**src/rtl/mips_pkg.sv**
```systemverilog
// Shared sequencer types: state encoding and multiply/divide defaults.
// Combinational only; no latency or backpressure of its own.
package mips_pkg;

    typedef enum logic [2:0] {
        ST_FETCH  = 3'd0,
        ST_EXEC1  = 3'd1,
        ST_EXEC2  = 3'd2,
        ST_MDWAIT = 3'd3,
        ST_HALT   = 3'd4
    } state_t;

    localparam int MULDIV_LAT_DEF = 4;
    // Wide enough for the largest legal MULDIV_LAT (255).
    localparam int MD_CNT_W = 8;

endpackage

```
**src/rtl/mips_sequencer_if.sv**
```systemverilog
// Sequencer bus: decode/handshake inputs and control strobes grouped together.
// master = sequencer side, slave = datapath/memory side.
interface mips_sequencer_if #(
    parameter int CNT_W = 32
);
    logic              waitrequest;
    logic              pc_zero;
    logic              is_load;
    logic              is_store;
    logic              is_muldiv;
    logic              take_branch;
    mips_pkg::state_t  state;
    logic              mem_read;
    logic              mem_write;
    logic              ir_en;
    logic              pc_en;
    logic              reg_we;
    logic              md_start;
    logic              pc_sel_target;
    logic              active;
    logic [CNT_W-1:0]  retired;

    modport master (
        input  waitrequest, pc_zero, is_load, is_store, is_muldiv, take_branch,
        output state, mem_read, mem_write, ir_en, pc_en, reg_we, md_start,
               pc_sel_target, active, retired
    );

    modport slave (
        output waitrequest, pc_zero, is_load, is_store, is_muldiv, take_branch,
        input  state, mem_read, mem_write, ir_en, pc_en, reg_we, md_start,
               pc_sel_target, active, retired
    );
endinterface

```
**src/rtl/mips_busy_counter.sv**
```systemverilog
// Mult/div occupancy countdown: load wins over decrement, saturates at zero.
// Flags are registered-state decodes, valid the cycle after a load; no backpressure.
module mips_busy_counter #(
    parameter int W = 8
) (
    input  logic         clk,
    input  logic         rst_n,
    input  logic         i_load,
    input  logic [W-1:0] i_load_val,
    input  logic         i_dec,
    output logic         o_zero,
    output logic         o_one
);
    logic [W-1:0] r_cnt;
    logic         w_zero;

    assign w_zero = (r_cnt == '0);
    assign o_zero = w_zero;
    assign o_one  = (r_cnt == W'(1));

    always_ff @(posedge clk or negedge rst_n) begin
        if (!rst_n) begin
            r_cnt <= '0;
        end else if (i_load) begin
            r_cnt <= i_load_val;
        end else if (i_dec && !w_zero) begin
            r_cnt <= r_cnt - W'(1);
        end
    end
endmodule

```
**src/rtl/mips_sequencer.sv**
```systemverilog
// Multi-cycle MIPS control sequencer: FETCH/EXEC1/EXEC2/MDWAIT/HALT with delay-slot tracking.
// ALU op retires in 2 cycles; memory phases stall while waitrequest is high.
module mips_sequencer
    import mips_pkg::*;
#(
    parameter int MULDIV_LAT = MULDIV_LAT_DEF,
    parameter int CNT_W      = 32
) (
    input  logic             clk,
    input  logic             rst_n,
    mips_sequencer_if.master bus
);
    localparam logic [MD_CNT_W-1:0] LAT_M1 = MD_CNT_W'(MULDIV_LAT - 1);

    state_t           r_state;
    state_t           w_next;
    logic             r_pend;
    logic [CNT_W-1:0] r_retired;
    logic             w_mem_read, w_mem_write, w_ir_en, w_pc_en, w_reg_we, w_md_start;
    logic             w_md_zero, w_md_one, w_md_done;

    mips_busy_counter #(.W(MD_CNT_W)) u_busy (
        .clk        (clk),
        .rst_n      (rst_n),
        .i_load     (w_md_start),
        .i_load_val (LAT_M1),
        .i_dec      (r_state == ST_MDWAIT),
        .o_zero     (w_md_zero),
        .o_one      (w_md_one)
    );

    // Zero only reachable if something upset the count; exit rather than hang.
    assign w_md_done = w_md_one | w_md_zero;

    always_ff @(posedge clk or negedge rst_n) begin
        if (!rst_n) r_state <= ST_FETCH;
        else        r_state <= w_next;
    end

    always_comb begin
        w_next = r_state;
        case (r_state)
            ST_FETCH: begin
                if (bus.pc_zero)          w_next = ST_HALT;
                else if (!bus.waitrequest) w_next = ST_EXEC1;
            end
            ST_EXEC1: begin
                if (bus.is_load) begin
                    if (!bus.waitrequest) w_next = ST_EXEC2;
                end else if (bus.is_store) begin
                    if (!bus.waitrequest) w_next = ST_FETCH;
                end else if (bus.is_muldiv) begin
                    w_next = (MULDIV_LAT == 1) ? ST_FETCH : ST_MDWAIT;
                end else begin
                    w_next = ST_FETCH;
                end
            end
            ST_EXEC2:  w_next = ST_FETCH;
            ST_MDWAIT: if (w_md_done) w_next = ST_FETCH;
            ST_HALT:   w_next = ST_HALT;
            default:   w_next = ST_FETCH;
        endcase
    end

    always_comb begin
        w_mem_read  = 1'b0;
        w_mem_write = 1'b0;
        w_ir_en     = 1'b0;
        w_pc_en     = 1'b0;
        w_reg_we    = 1'b0;
        w_md_start  = 1'b0;
        case (r_state)
            ST_FETCH: begin
                if (!bus.pc_zero) begin
                    w_mem_read = 1'b1;
                    w_ir_en    = !bus.waitrequest;
                end
            end
            ST_EXEC1: begin
                if (bus.is_load) begin
                    w_mem_read = 1'b1;
                end else if (bus.is_store) begin
                    w_mem_write = 1'b1;
                    w_pc_en     = !bus.waitrequest;
                end else if (bus.is_muldiv) begin
                    w_md_start = 1'b1;
                    w_pc_en    = (MULDIV_LAT == 1);
                end else begin
                    w_reg_we = 1'b1;
                    w_pc_en  = 1'b1;
                end
            end
            ST_EXEC2: begin
                w_reg_we = 1'b1;
                w_pc_en  = 1'b1;
            end
            ST_MDWAIT: w_pc_en = w_md_done;
            default: ;
        endcase
    end

    // The delay-slot retire consumes the flag, so a branch sitting in the slot cannot re-arm it.
    always_ff @(posedge clk or negedge rst_n) begin
        if (!rst_n) begin
            r_pend    <= 1'b0;
            r_retired <= '0;
        end else if (w_pc_en) begin
            r_retired <= r_retired + CNT_W'(1);
            if (r_pend)
                r_pend <= 1'b0;
            else if (r_state == ST_EXEC1 && bus.take_branch)
                r_pend <= 1'b1;
        end
    end

    // Strobes are masked while reset is held so FETCH does not request memory early.
    assign bus.mem_read      = w_mem_read  & rst_n;
    assign bus.mem_write     = w_mem_write & rst_n;
    assign bus.ir_en         = w_ir_en     & rst_n;
    assign bus.pc_en         = w_pc_en     & rst_n;
    assign bus.reg_we        = w_reg_we    & rst_n;
    assign bus.md_start      = w_md_start  & rst_n;
    assign bus.pc_sel_target = w_pc_en & r_pend & rst_n;
    assign bus.state         = r_state;
    assign bus.active        = (r_state != ST_HALT);
    assign bus.retired       = r_retired;
endmodule

```
**src/flat_wrapper.sv**
```systemverilog
// flat-port wrapper written by rule: the top's interface ports become plain ports
module mips_sequencer_flat import mips_pkg::*;
#(
    parameter int MULDIV_LAT = MULDIV_LAT_DEF,
    parameter int CNT_W      = 32
)
  (clk, rst_n, bus_waitrequest, bus_pc_zero, bus_is_load, bus_is_store, bus_is_muldiv, bus_take_branch, bus_state, bus_mem_read, bus_mem_write, bus_ir_en, bus_pc_en, bus_reg_we, bus_md_start, bus_pc_sel_target, bus_active, bus_retired);
  mips_sequencer_if #(.CNT_W(CNT_W)) bus_i ();
  input  logic clk;
  input  logic rst_n;
  input wire logic [$bits(bus_i.waitrequest)-1:0] bus_waitrequest;
  input wire logic [$bits(bus_i.pc_zero)-1:0] bus_pc_zero;
  input wire logic [$bits(bus_i.is_load)-1:0] bus_is_load;
  input wire logic [$bits(bus_i.is_store)-1:0] bus_is_store;
  input wire logic [$bits(bus_i.is_muldiv)-1:0] bus_is_muldiv;
  input wire logic [$bits(bus_i.take_branch)-1:0] bus_take_branch;
  output wire logic [$bits(bus_i.state)-1:0] bus_state;
  output wire logic [$bits(bus_i.mem_read)-1:0] bus_mem_read;
  output wire logic [$bits(bus_i.mem_write)-1:0] bus_mem_write;
  output wire logic [$bits(bus_i.ir_en)-1:0] bus_ir_en;
  output wire logic [$bits(bus_i.pc_en)-1:0] bus_pc_en;
  output wire logic [$bits(bus_i.reg_we)-1:0] bus_reg_we;
  output wire logic [$bits(bus_i.md_start)-1:0] bus_md_start;
  output wire logic [$bits(bus_i.pc_sel_target)-1:0] bus_pc_sel_target;
  output wire logic [$bits(bus_i.active)-1:0] bus_active;
  output wire logic [$bits(bus_i.retired)-1:0] bus_retired;
  assign bus_i.waitrequest = bus_waitrequest;
  assign bus_i.pc_zero = bus_pc_zero;
  assign bus_i.is_load = bus_is_load;
  assign bus_i.is_store = bus_is_store;
  assign bus_i.is_muldiv = bus_is_muldiv;
  assign bus_i.take_branch = bus_take_branch;
  assign bus_state = bus_i.state;
  assign bus_mem_read = bus_i.mem_read;
  assign bus_mem_write = bus_i.mem_write;
  assign bus_ir_en = bus_i.ir_en;
  assign bus_pc_en = bus_i.pc_en;
  assign bus_reg_we = bus_i.reg_we;
  assign bus_md_start = bus_i.md_start;
  assign bus_pc_sel_target = bus_i.pc_sel_target;
  assign bus_active = bus_i.active;
  assign bus_retired = bus_i.retired;
  mips_sequencer #(.MULDIV_LAT(MULDIV_LAT), .CNT_W(CNT_W)) u_core (.clk(clk), .rst_n(rst_n), .bus(bus_i));
endmodule
```
**config.mk**
```make
export PLATFORM = sky130hd
export DESIGN_NAME = mips_sequencer_flat
export DESIGN_NICKNAME = d
export VERILOG_FILES = /design/src/rtl/mips_pkg.sv /design/src/rtl/mips_sequencer_if.sv /design/src/rtl/mips_busy_counter.sv /design/src/rtl/mips_sequencer.sv /design/src/flat_wrapper.sv
export SDC_FILE = /design/constraint.sdc
export NUM_CORES = 1
export LEC_CHECK = 0
export CAP_MARGIN = 15
export CORE_ASPECT_RATIO = 0.75
export CORE_UTILIZATION = 45
export DETAILED_ROUTE_END_ITERATION = 6
export GPL_TIMING_DRIVEN = 0
export PLACE_DENSITY = 0.85
export SYNTH_ARGS = -nofsm -noshare
export SYNTH_HDL_FRONTEND = slang
export SYNTH_SLANG_ARGS = --single-unit
```
**constraint.sdc**
```tcl
create_clock -name clk -period 2.1 [get_ports clk]
set_input_delay 0.42 -clock clk [delete_from_list [all_inputs] [get_ports clk]]
set_output_delay 0.42 -clock clk [all_outputs]
set_load 0.05 [all_outputs]
```
== Yosys cells after proc, flatten, opt, wreduce, memory -nomap -nowiden ==
Cells that the tools add are included.
W data, S select, Z words.
Word-level totals
  register bits: 44
Operators by class
  bitwise gates (word level): 9
  reductions and logical operators: 8
  muxes and demuxes: 32
  eq/ne operators: 10
  add/subtract/negate cells: 2
Operator list (number)
  $add A32 B1 Y32 const B: 1
  $mux W3: 7
  $mux W1: 18
  $mux W8: 2
  $ne A3 B3 Y1 const B: 4
  $pmux W3 S4: 1
  $and A1 B1 Y1: 8
  $eq A8 B1 Y1 const B: 1
  $logic_not A8 Y1: 1
  $sub A8 B1 Y8 const B: 1
  $eq A3 B2 Y1 const B: 2
  $pmux W1 S2: 2
  $reduce_and A4 Y1: 1
  $eq A3 B1 Y1 const B: 1
  $eq A3 B3 Y1 const B: 1
  $logic_not A3 Y1: 1
  $pmux W1 S3: 1
  $logic_and A1 B1 Y1: 2
  $logic_not A1 Y1: 2
  $mux W2: 1
  $ne A2 B1 Y1 const B: 1
  $reduce_bool A2 Y1: 1
  $or A1 B1 Y1: 1

== Depth between registers and ports, before layout ==
Gate-level depths: netlist (run 1).
  depth after elaboration: 6
  depth in mapped cells: 8
  mapped depth without buffers: 7

== Cells and area by module ==
Synthesis (run 1) repeated with hierarchy kept, for this count alone.
Second synthesis, totals
  cells, all modules: 252
  area total of the unflattened synthesis: 2646.3 µm²
Modules (own cells, without submodules)
  mips_sequencer: area each 2080.7 µm², times used 1, cells an instance 191, sequential area each 900.9 µm²
  mips_busy_counter: area each 565.5 µm², times used 1, cells an instance 61, sequential area each 200.2 µm²

== Worst setup path after synthesis (run 1) ==
No wires, ideal clock.
  path kind: register to output
  from: register u_core.r_state[2], in the netlist u_core.bus.state[2]
  to: output port bus_pc_sel_target
  path slack: -586 ps
  arrival: 2266 ps
  stages on the path, launching flop included: 7
  data required time: 1680 ps
  path through: dfrtp_1 -> clkbuf_1 -> or2b_2 -> nor4b_4 -> or2_2 -> buf_2 -> and3_1
On the way
  word-level cells in the longest chain between the ends: 4
  elaborated cells between the ends (all ways): 6
  those cells by class: eq/ne: 3; mux: 1; bitwise: 2
Ends and longest elaborated chain
  start, declared: line mips_sequencer.sv:15  | state_t r_state;
  start signal, assigned: line mips_sequencer.sv:37  | else r_state <= w_next;
  $eq A3 B2 Y1 / $eq A3 B1 Y1 (equally long branches): line mips_sequencer.sv:72  | case (r_state)
  $pmux W1 S3 *: line mips_sequencer.sv:72
  $and A1 B1 Y1 * (2 in series): line mips_sequencer.sv:123  | assign bus.pc_sel_target = w_pc_en & r_pend & rst_n;
  end, declared: line flat_wrapper.sv:24  | output wire logic [$bits(bus_i.pc_sel_target)-1:0] bus_pc_sel_target;
Every way passes the cells marked *; elsewhere a longest branch is shown, timed or not.

== Final worst setup path (run 1) ==
  from: register u_core.u_busy.r_cnt[4]
  to: output port bus_pc_sel_target
On the way
  word-level cells in the longest chain between the ends: 5
  elaborated cells between the ends (all ways): 6
  those cells by class: eq/ne: 1; mux: 1; bitwise: 3; reduce/logical: 1
Ends and longest elaborated chain
  start, declared: line mips_busy_counter.sv:14  | logic [W-1:0] r_cnt;
  start signal, assigned: line mips_busy_counter.sv:25  | r_cnt <= i_load_val;
  start signal, assigned: line mips_busy_counter.sv:27  | r_cnt <= r_cnt - W'(1);
  $eq A8 B1 Y1 / $logic_not A8 Y1 (equally long branches): line mips_busy_counter.sv:19, mips_busy_counter.sv:17
  $or A1 B1 Y1 *: line mips_sequencer.sv:33  | assign w_md_done = w_md_one | w_md_zero;
  $pmux W1 S3 *: line mips_sequencer.sv:72
  $and A1 B1 Y1 * (2 in series): line mips_sequencer.sv:123
Marked as above.

==> results of run 1 <==
## cells in the mapped netlist, drive strengths merged
master,instances,area [sq um]
nor4,5,37.53
or2b,1,8.760
nand4,4,25.02
nand3,13,65.06
nor3b,3,22.52
a21oi,2,10.01
buf,1,5.000
xor2,25,219.0
ha,4,50.05
o22ai,1,6.260
and3,6,37.54
o31a,1,10.01
or2,2,12.51
nor4b,3,41.29
dfrtp,44,1101
and3b,1,8.760
o211ai,4,40.03
and2,2,12.51
nor3,17,85.08
o21a,1,7.510
nor2b,2,12.51
nand2,28,105.1
or3,1,6.260
clkbuf,4,15.01
a31o,1,8.760
xnor2,13,113.9
inv,9,33.78
nand2b,6,37.54
and4,3,26.28
o21ai,1,5.000
or4,1,11.26
nor2,29,111.4
and4b,1,10.01
and4bb,1,12.51
## area by class of cell
cell class              instances  area (sq um)  area share
flip-flops and latches         44          1105      0.3356
clock inverters                 2         10.01    0.003041
inverters                       9         33.78     0.01026
multi-input cells             182          1326      0.4029
plain buffers                   1         15.01    0.004561
well taps                      60         75.07     0.02280
clock buffers                   6         82.58     0.02509
repair buffers                 64         644.4      0.1957
## flip-flops by register name (all words and copies together) (netlist names)
signal,count
u_core.u_busy.r_cnt,8
u_core.bus.retired,32
u_core.bus.state,3
u_core.r_pend,1
## kinds of logic after synthesis
group                    after synthesis  share of synthesized area
AND/OR/NAND/NOR                      129                     0.2978
AO/OA/AOI/OAI                         11                    0.03784
buffers and inverters                 14                    0.02324
adder cells (fa/ha/maj)                4                    0.02162
XOR/XNOR                              38                     0.1438
flip-flops                            44                     0.4757
## worst max-delay path, delay by kind of cell (launching register included)
kind | cells | cell delay (ps)
simple gates | 4 | 1210
flops | 1 | 400
buf+inv | 1 | 140
## layer usage
layer  vias to the layer above  track usage
met2                        48       0.3181
li1                        948            -
met5                         -            0
met4                         0      0.05508
met1                       964       0.2874
met3                         4      0.04393
## where the power goes
part	switching [W]	total [W]	internal, W
Combinational	0.000569	0.000968	0.000399
Clock	0.000282	0.000545	0.000263
Sequential	0.000218	0.00120	0.000986
## through the flow
| stage | setup TNS, ps | hold WS (ps) | instances |
|---|---|---|---|
| detailed placement | -12550 | 463.8 | 351 |
| floorplan | -395.7 | 124.4 | 240 |
| global placement | -53340 | 461.4 | 350 |
| global route | -3108 | 52.75 | 368 |
| CTS | -786.8 | 41.70 | 364 |
| finish | -812.8 | 38.94 | 368 |
## worst paths after layout
kind	startpoint	to	slack, ps
hold reg to reg	u_core.bus.retired[31]	u_core.bus.retired[31]	480
setup reg to reg	u_core.u_busy.r_cnt[4]	u_core.bus.retired[14]	-50
hold / removal	rst_n	u_core.bus.retired[23]	40
min in group clk	u_core.bus.retired[31]	u_core.bus.retired[31]	480
max in group asynchronous	rst_n	u_core.bus.retired[12]	1640
setup / recovery	u_core.u_busy.r_cnt[4]	bus_pc_sel_target	-360
## what timing repair did
item,4_1_cts,5_1_grt
gates cloned,0,0
gates resized for setup,53,24
endpoints found under the setup margin,32,27
pin swaps,8,11
buffers inserted,9,4
==> results, run 1 <==
- The vertical die dimension is between 60 and 70 um.
- The root cell of the clock tree is sky130_fd_sc_hd__clkbuf_8.
- After legalization and detailed placement, the total HPWL measured around 3500 um.
- The setup clock skew after layout is approximately 7.7 ps.
- The clock sink count is 44.
- The first global-routing pass estimated 8631 um of wire.
- The highest layer touched by signal routing is met4.
- The final design utilization is 0.6681.
- Counting every net in the synthesized netlist gives 252.
- The count of H-tree levels built during CTS is 2.
- For the worst-skew pair, the clock arrives at the later sink with an insertion delay of 300 ps.
- After detailed routing, the wire length on met1 is 2592 um.
- The routed design uses 249 um of met3 wire.
- The number of endpoints with negative hold slack in the final report came to 0.
- In the routed layout, each cell is associated on average with a via count of 5.337.
- The weighted congestion reported at the end of routability-driven placement is roughly 0.81.
- The class of the most critical hold timing path is primary input to async pin.
- The initial antenna violation count is 0.
- The layout overhead on the synthesized area is 42.22%.
- The first TritonRoute pass finished after 7 iterations.
- The area of all placed cells without fillers is roughly 0.0033 sq mm.
- The mean instance size in the synthesized netlist is 9.645 sq um.
- The number of remaining DRC errors is 4.
- Setup repair after global routing could not meet its margin everywhere.
- The tool flagged a number of max-cap violations equal to 0.
- The number of slew-limit violations in the final report is 0.
- STA classifies the critical path startpoint as a flip-flop.
- Measured along the x axis, the die boundary spans between 80 and 90 um.
- Clock tree synthesis inserted a total of 5 buffers.
- The library cells used most frequently in the layout, excluding fill and tap cells, are sky130_fd_sc_hd__dfrtp_1, sky130_fd_sc_hd__clkdlybuf4s50_1, sky130_fd_sc_hd__nand2_1.
- For this run, the number of Yosys warnings is 0.
- The number of inserted diodes is 0.
- The final layout net count is about 320.
- IR analysis of the VDD net gives a maximum drop of a little over 0.5 mV.
- The via count of the first global-routing pass was 1834.
- The clock slew at the register clock pins of the worst setup and hold paths is around 90 ps.
- In the final layout, the share of cells above drive strength 1 is 0.2175.
- The leading cell type in the layout, fill and taps excluded is sky130_fd_sc_hd__dfrtp_1.
- After detailed routing, the total wire length is 5322 um.
- After layout, the design draws a total of 0.002717 W.
- The placement-stage cell area is 0.002953 sq mm.
- The number of cells traversed by the worst register-to-register path is 7.
- Of the available clock period, the critical path in the final layout requires 1.169.
- The critical path goes through or4_4, nor4b_4, or2_4, and3_4, buf_8.
- At the pin with the least slew margin, the transition time is 572.8 ps.
- Across every metal layer, demand over resource in global routing totals 0.2032.
- The checks that failed: design-rule violations, negative setup slack.
- The post-placement setup slack is -1200 ps.
- The worst setup path is captured at a primary output.
- In this run the tightest slew margin relative to its limit is 0.6167.
- The number of rows created at floorplan is 22.
- After synthesis the netlist holds a flip-flop and latch count of 44.
- Summing over every cut layer, the via total after detailed routing is around 2000.
- Setup violations remaining at the end of the flow were counted as 7.
- The largest single stage delay on the critical path is ~570 ps.
- The count of nets left with antenna violations once routing finished came out at 0.
- The instance count of the mapped netlist is 240.
- For the finished layout, the period the worst path requires is about 2500 ps.
- In this run, the number of DRC markers left after iteration 0 of detailed routing was 94.
- Buffers placed on the I/O ports in this run total 50.
- Setup slack on the critical path of the routed design comes to -355.8 ps.
- For the worst setup path, the data required time is 1680 ps.
- TritonCTS built the clock tree.
- The total leakage power is 1.479 nW.
- The final-layout fill cell count is 371.
- The flow ran to the end, but the final reports show violations.
- The critical path in this run is classified as flip-flop to primary output.
- The core region is 0.004927 sq mm.
- The maximum count of clock buffers along a single path is 2.
- The residual overflow from global routing is 0.
- The initial utilization of the core area, before any placement, comes to 0.4698.
- The routed wire length on met2 is approximately 2500 um.
- The arrival time reported for the critical path endpoint is 2040 ps.
- The maximum number of pins on one net before global-route repair is 30.
- The area enclosed by the die boundary is 0.005437 sq mm.
- In this run the count of I/O pins placed on the die edge is between 50 and 60.
- The number of unique standard cell types used by synthesis is 38.
- The post-detailed-route wirelength per cell is 14.46 um.
- For this design the ratio of total power to cell area is 825.5 mW/mm^2.
- In this run, post-CTS hold repair placed 0 buffers.
- The share of the Yosys chip area taken by registers is 0.4757.
- The cell with the largest stage delay on the worst path is sky130_fd_sc_hd__or4_4.
- For this run, the top clock speed supported by timing is between 400 and 500 MHz.
- In this run the worst path has a maximum fanout of 4.
- The post-synthesis instance area is about 0.0023 sq mm.
Power figures use the tool's default switching activity.
==> run 2, diff against run 1 <==
Settings changed: RECOVER_POWER from default to 50.
==> run 2 against run 1 <==
Compared with the run above:
- the run still ends with design-rule violations, negative setup slack left
- via count is 0.41% higher
- non-clock buffer count stayed put
- flip-flop and latch count stayed put
- critical path type unchanged
- critical endpoint unchanged
- largest cell class unchanged
==> results, run 2 (synthesis results as in run 1) <==
- The first-pass GRT wire length is 8631 um.
- Setup repair after global routing could not meet its margin everywhere.
- Clock-pin slew was measured on the worst setup and hold paths at 80 ps.
- The number of inserted diodes is 0.
- During I/O placement, the number of pins put on the boundary was 51.
- Dividing the detail-routed wire length by the instance count gives 14.48 um.
- In the layout the commonest cells are sky130_fd_sc_hd__dfrtp_1, sky130_fd_sc_hd__clkdlybuf4s50_1, sky130_fd_sc_hd__nand2_1.
- Clock tree synthesis selected as its root buffer the cell sky130_fd_sc_hd__clkbuf_8.
- Including well taps, the total number of placed cells is 351.
- The starting utilization of the core area is 0.4698.
- Along the worst path, the maximum fanout reaches 4.
- The number of endpoints with negative hold slack in the final report came to 0.
- The type of destination of the critical path is a primary output.
- The maximum count of clock buffers along a single path is 2.
- The longest individual stage delay on the worst path is 570 ps.
- The total leakage power is roughly 1.5 nW.
- The worst register-to-register path begins at u_core.u_busy.r_cnt[4].
- The overall routed net length is 5330 um.
- The power per cell area is 828.0 mW/mm^2.
- The clock drives 44 sinks.
- The cell with the largest stage delay on the worst path is sky130_fd_sc_hd__or4_4.
- The initial antenna violation count is 0.
- The clock tree synthesis step divided the H-tree into 2 levels.
- For this run, the number of standard cells in the final layout without fillers is about 370.
- The number of flip-flops under the largest register name is 32.
- The vertical die dimension is approximately 64 um.
- The final reports fail on design-rule violations, negative setup slack.
- For this run, design rule violations remaining after detail routing come to 4.
- At the end of the flow, the number of nets in the layout was 319.
- The maximum number of pins on one net before global-route repair is 30.
- The endpoint identified for the worst register-to-register timing path is u_core.bus.retired[14].
- The final design utilization is 0.6651.
- The number of cells traversed by the worst register-to-register path is 7.
- The number of design-rule violations left by the first detailed-router iteration is 93.
- Between clock sinks in the finished design, the worst skew comes to 7.251 ps.
- The via count of the first global-routing pass was 1834.
- The clock tree from TritonCTS is done.
- The number of rows created at floorplan is 22.
- After detailed routing, the number of vias per cell comes to 5.359.
- The residual overflow from global routing is 0.
- The routed design could run at a clock period as short as 2457 ps.
- For the pin with the worst max-slew slack, the measured transition is 603.3 ps.
- IR analysis of the VDD net gives a maximum drop of 0.5171 mV.
- The first-pass iteration count of the detailed router is 7.
- The tool flagged a number of max-cap violations equal to 0.
- The horizontal extent of the die is 84.82 um.
- At the worst endpoint, the required time is 1680 ps.
- The critical path goes through or4_4, nor4b_4, or2_4, and3_4, buf_8.
- The leading cell type in the layout, fill and taps excluded is sky130_fd_sc_hd__dfrtp_1.
- The number of port buffers is 50.
- The maximum operating frequency is between 400 and 500 MHz.
- For flop-to-flop paths, the worst setup slack is -50 ps.
- Across every metal layer, demand over resource in global routing totals 0.2032.
- The flow ran to the end, but the final reports show violations.
- The type of origin of the critical path is a flip-flop.
- In this run the worst hold path is classified as primary input to async pin.
- The number of CTS-inserted buffers is 5.
- In the finished design, the share of the clock period the worst path needs comes to 1.170.
- In this run the tightest slew margin relative to its limit is 0.5996.
- Counting both buffers and inverters, the worst setup path holds a total of 1.
- The number of slew-limit violations in the final report is 0.
- The final route contains 1972 vias.
- The core region is just under 0.005 sq mm.
- The area enclosed by the die boundary is 0.005437 sq mm.
- The estimated wirelength of the detail-placed design is 3464 um.
- The worst setup slack after layout is -357.0 ps.
- Compared with the post-synthesis result, the final layout area differs by 41.57%.
- The cell family contributing the most delay on the critical path is simple AND/OR/NAND/NOR gates.
- OpenSTA, run right after detailed placement, puts the worst setup slack at -1200 ps.
- The weighted congestion reported at the end of routability-driven placement is slightly above 0.8.
- The final count of negative-setup-slack endpoints is 7.
- Data arrives at the worst endpoint at 2040 ps.
- For the final routed database, the setup TNS stands at -817.3 ps.
- The type of the setup path with the least slack is flip-flop to primary output.
- The worst-skew pair later-pin latency is ~300 ps.
- The post-route antenna net violation count is 0.
- The fraction of layout cells with a size suffix above 1 is 0.2143.
- The design draws 0.002713 W.
[run 2: changes by cell type in the layout (fill, tap and decap cells not counted)]
cell,change
sky130_fd_sc_hd__clkbuf_1,+1
sky130_fd_sc_hd__clkdlybuf4s50_1,-1
sky130_fd_sc_hd__dlygate4sd3_1,+1
sky130_fd_sc_hd__dlymetal6s2s_1,-1
sky130_fd_sc_hd__nor4_1,+1
sky130_fd_sc_hd__nor4_2,-1
[run 2: per-stage QoR]
| stage | cell area (sq um) | hold WS (ps) |
|---|---|---|
| 6_report | 3277 | 36.84 |
| 4_1_cts | 3182 | 41.70 |
| 2_1_floorplan | 2355 | 124.4 |
| 5_1_grt | 3277 | 52.75 |
| 3_5_place_dp | 2953 | 463.8 |
| 3_3_place_gp | 2930 | 461.4 |
[run 2: routing by layer]
metal	track usage	vias up	routed length (um)
met4	0.05508	0	28
met1	0.2874	975	2618
met5	0	-	0
li1	-	947	-
met3	0.04393	4	230
met2	0.3181	46	2453
[run 2: worst max-delay path by stage]
| stage | startpoint | to | slack, ps | cells after the start |
|---|---|---|---|---|
| finish | u_core.u_busy.r_cnt[4] | bus_pc_sel_target | -360 | 5 |
| global route | u_core.u_busy.r_cnt[4] | bus_pc_sel_target | -430 | 5 |
| CTS | u_core.u_busy.r_cnt[4] | bus_pc_sel_target | -370 | 5 |
| detailed placement | bus_is_load | bus_pc_sel_target | -1200 | 7 |
| global placement | rst_n | bus_mem_read | -2020 | 3 |
| floorplan | u_core.u_busy.r_cnt[5] | bus_pc_sel_target | -220 | 5 |
[run 2: layout make-up]
| type | instances | area (sq um) |
|---|---|---|
| Fill cell | 376 | 1650 |
| Multi-Input combinational cell | 182 | 1320 |
| Sequential cell | 44 | 1105 |
| Timing Repair Buffer | 64 | 635.6 |
| Clock buffer | 6 | 82.58 |
| Tap cell | 60 | 75.07 |
| Inverter | 9 | 33.78 |
| Buffer | 1 | 15.01 |
| Clock inverter | 2 | 10.01 |
[run 2: worst register-to-register path: cells and delay by family, from the launching register on]
| kind | cells | cell delay, ps |
|---|---|---|
| buffers and inverters | 3 | 540 |
| flip-flops | 1 | 400 |
| XOR/XNOR | 1 | 110 |
| AO/OA/AOI/OAI | 1 | 160 |
| AND/OR/NAND/NOR | 2 | 850 |
[run 2: what timing repair did]
action                                  4_1_cts  5_1_grt
endpoints found under the hold margin         0        0
gates resized for setup                      53       24
pin swaps                                     8       11
endpoints found under the setup margin       32       27
setup buffers                                 9        4
hold buffers                                  0        0
[run 2: power breakdown]
group / total, W / internal (W) / switching [W]
clock: 0.000548 / 0.000263 / 0.000285
combinational: 0.000965 / 0.000398 / 0.000567
sequential: 0.00120 / 0.000986 / 0.000215
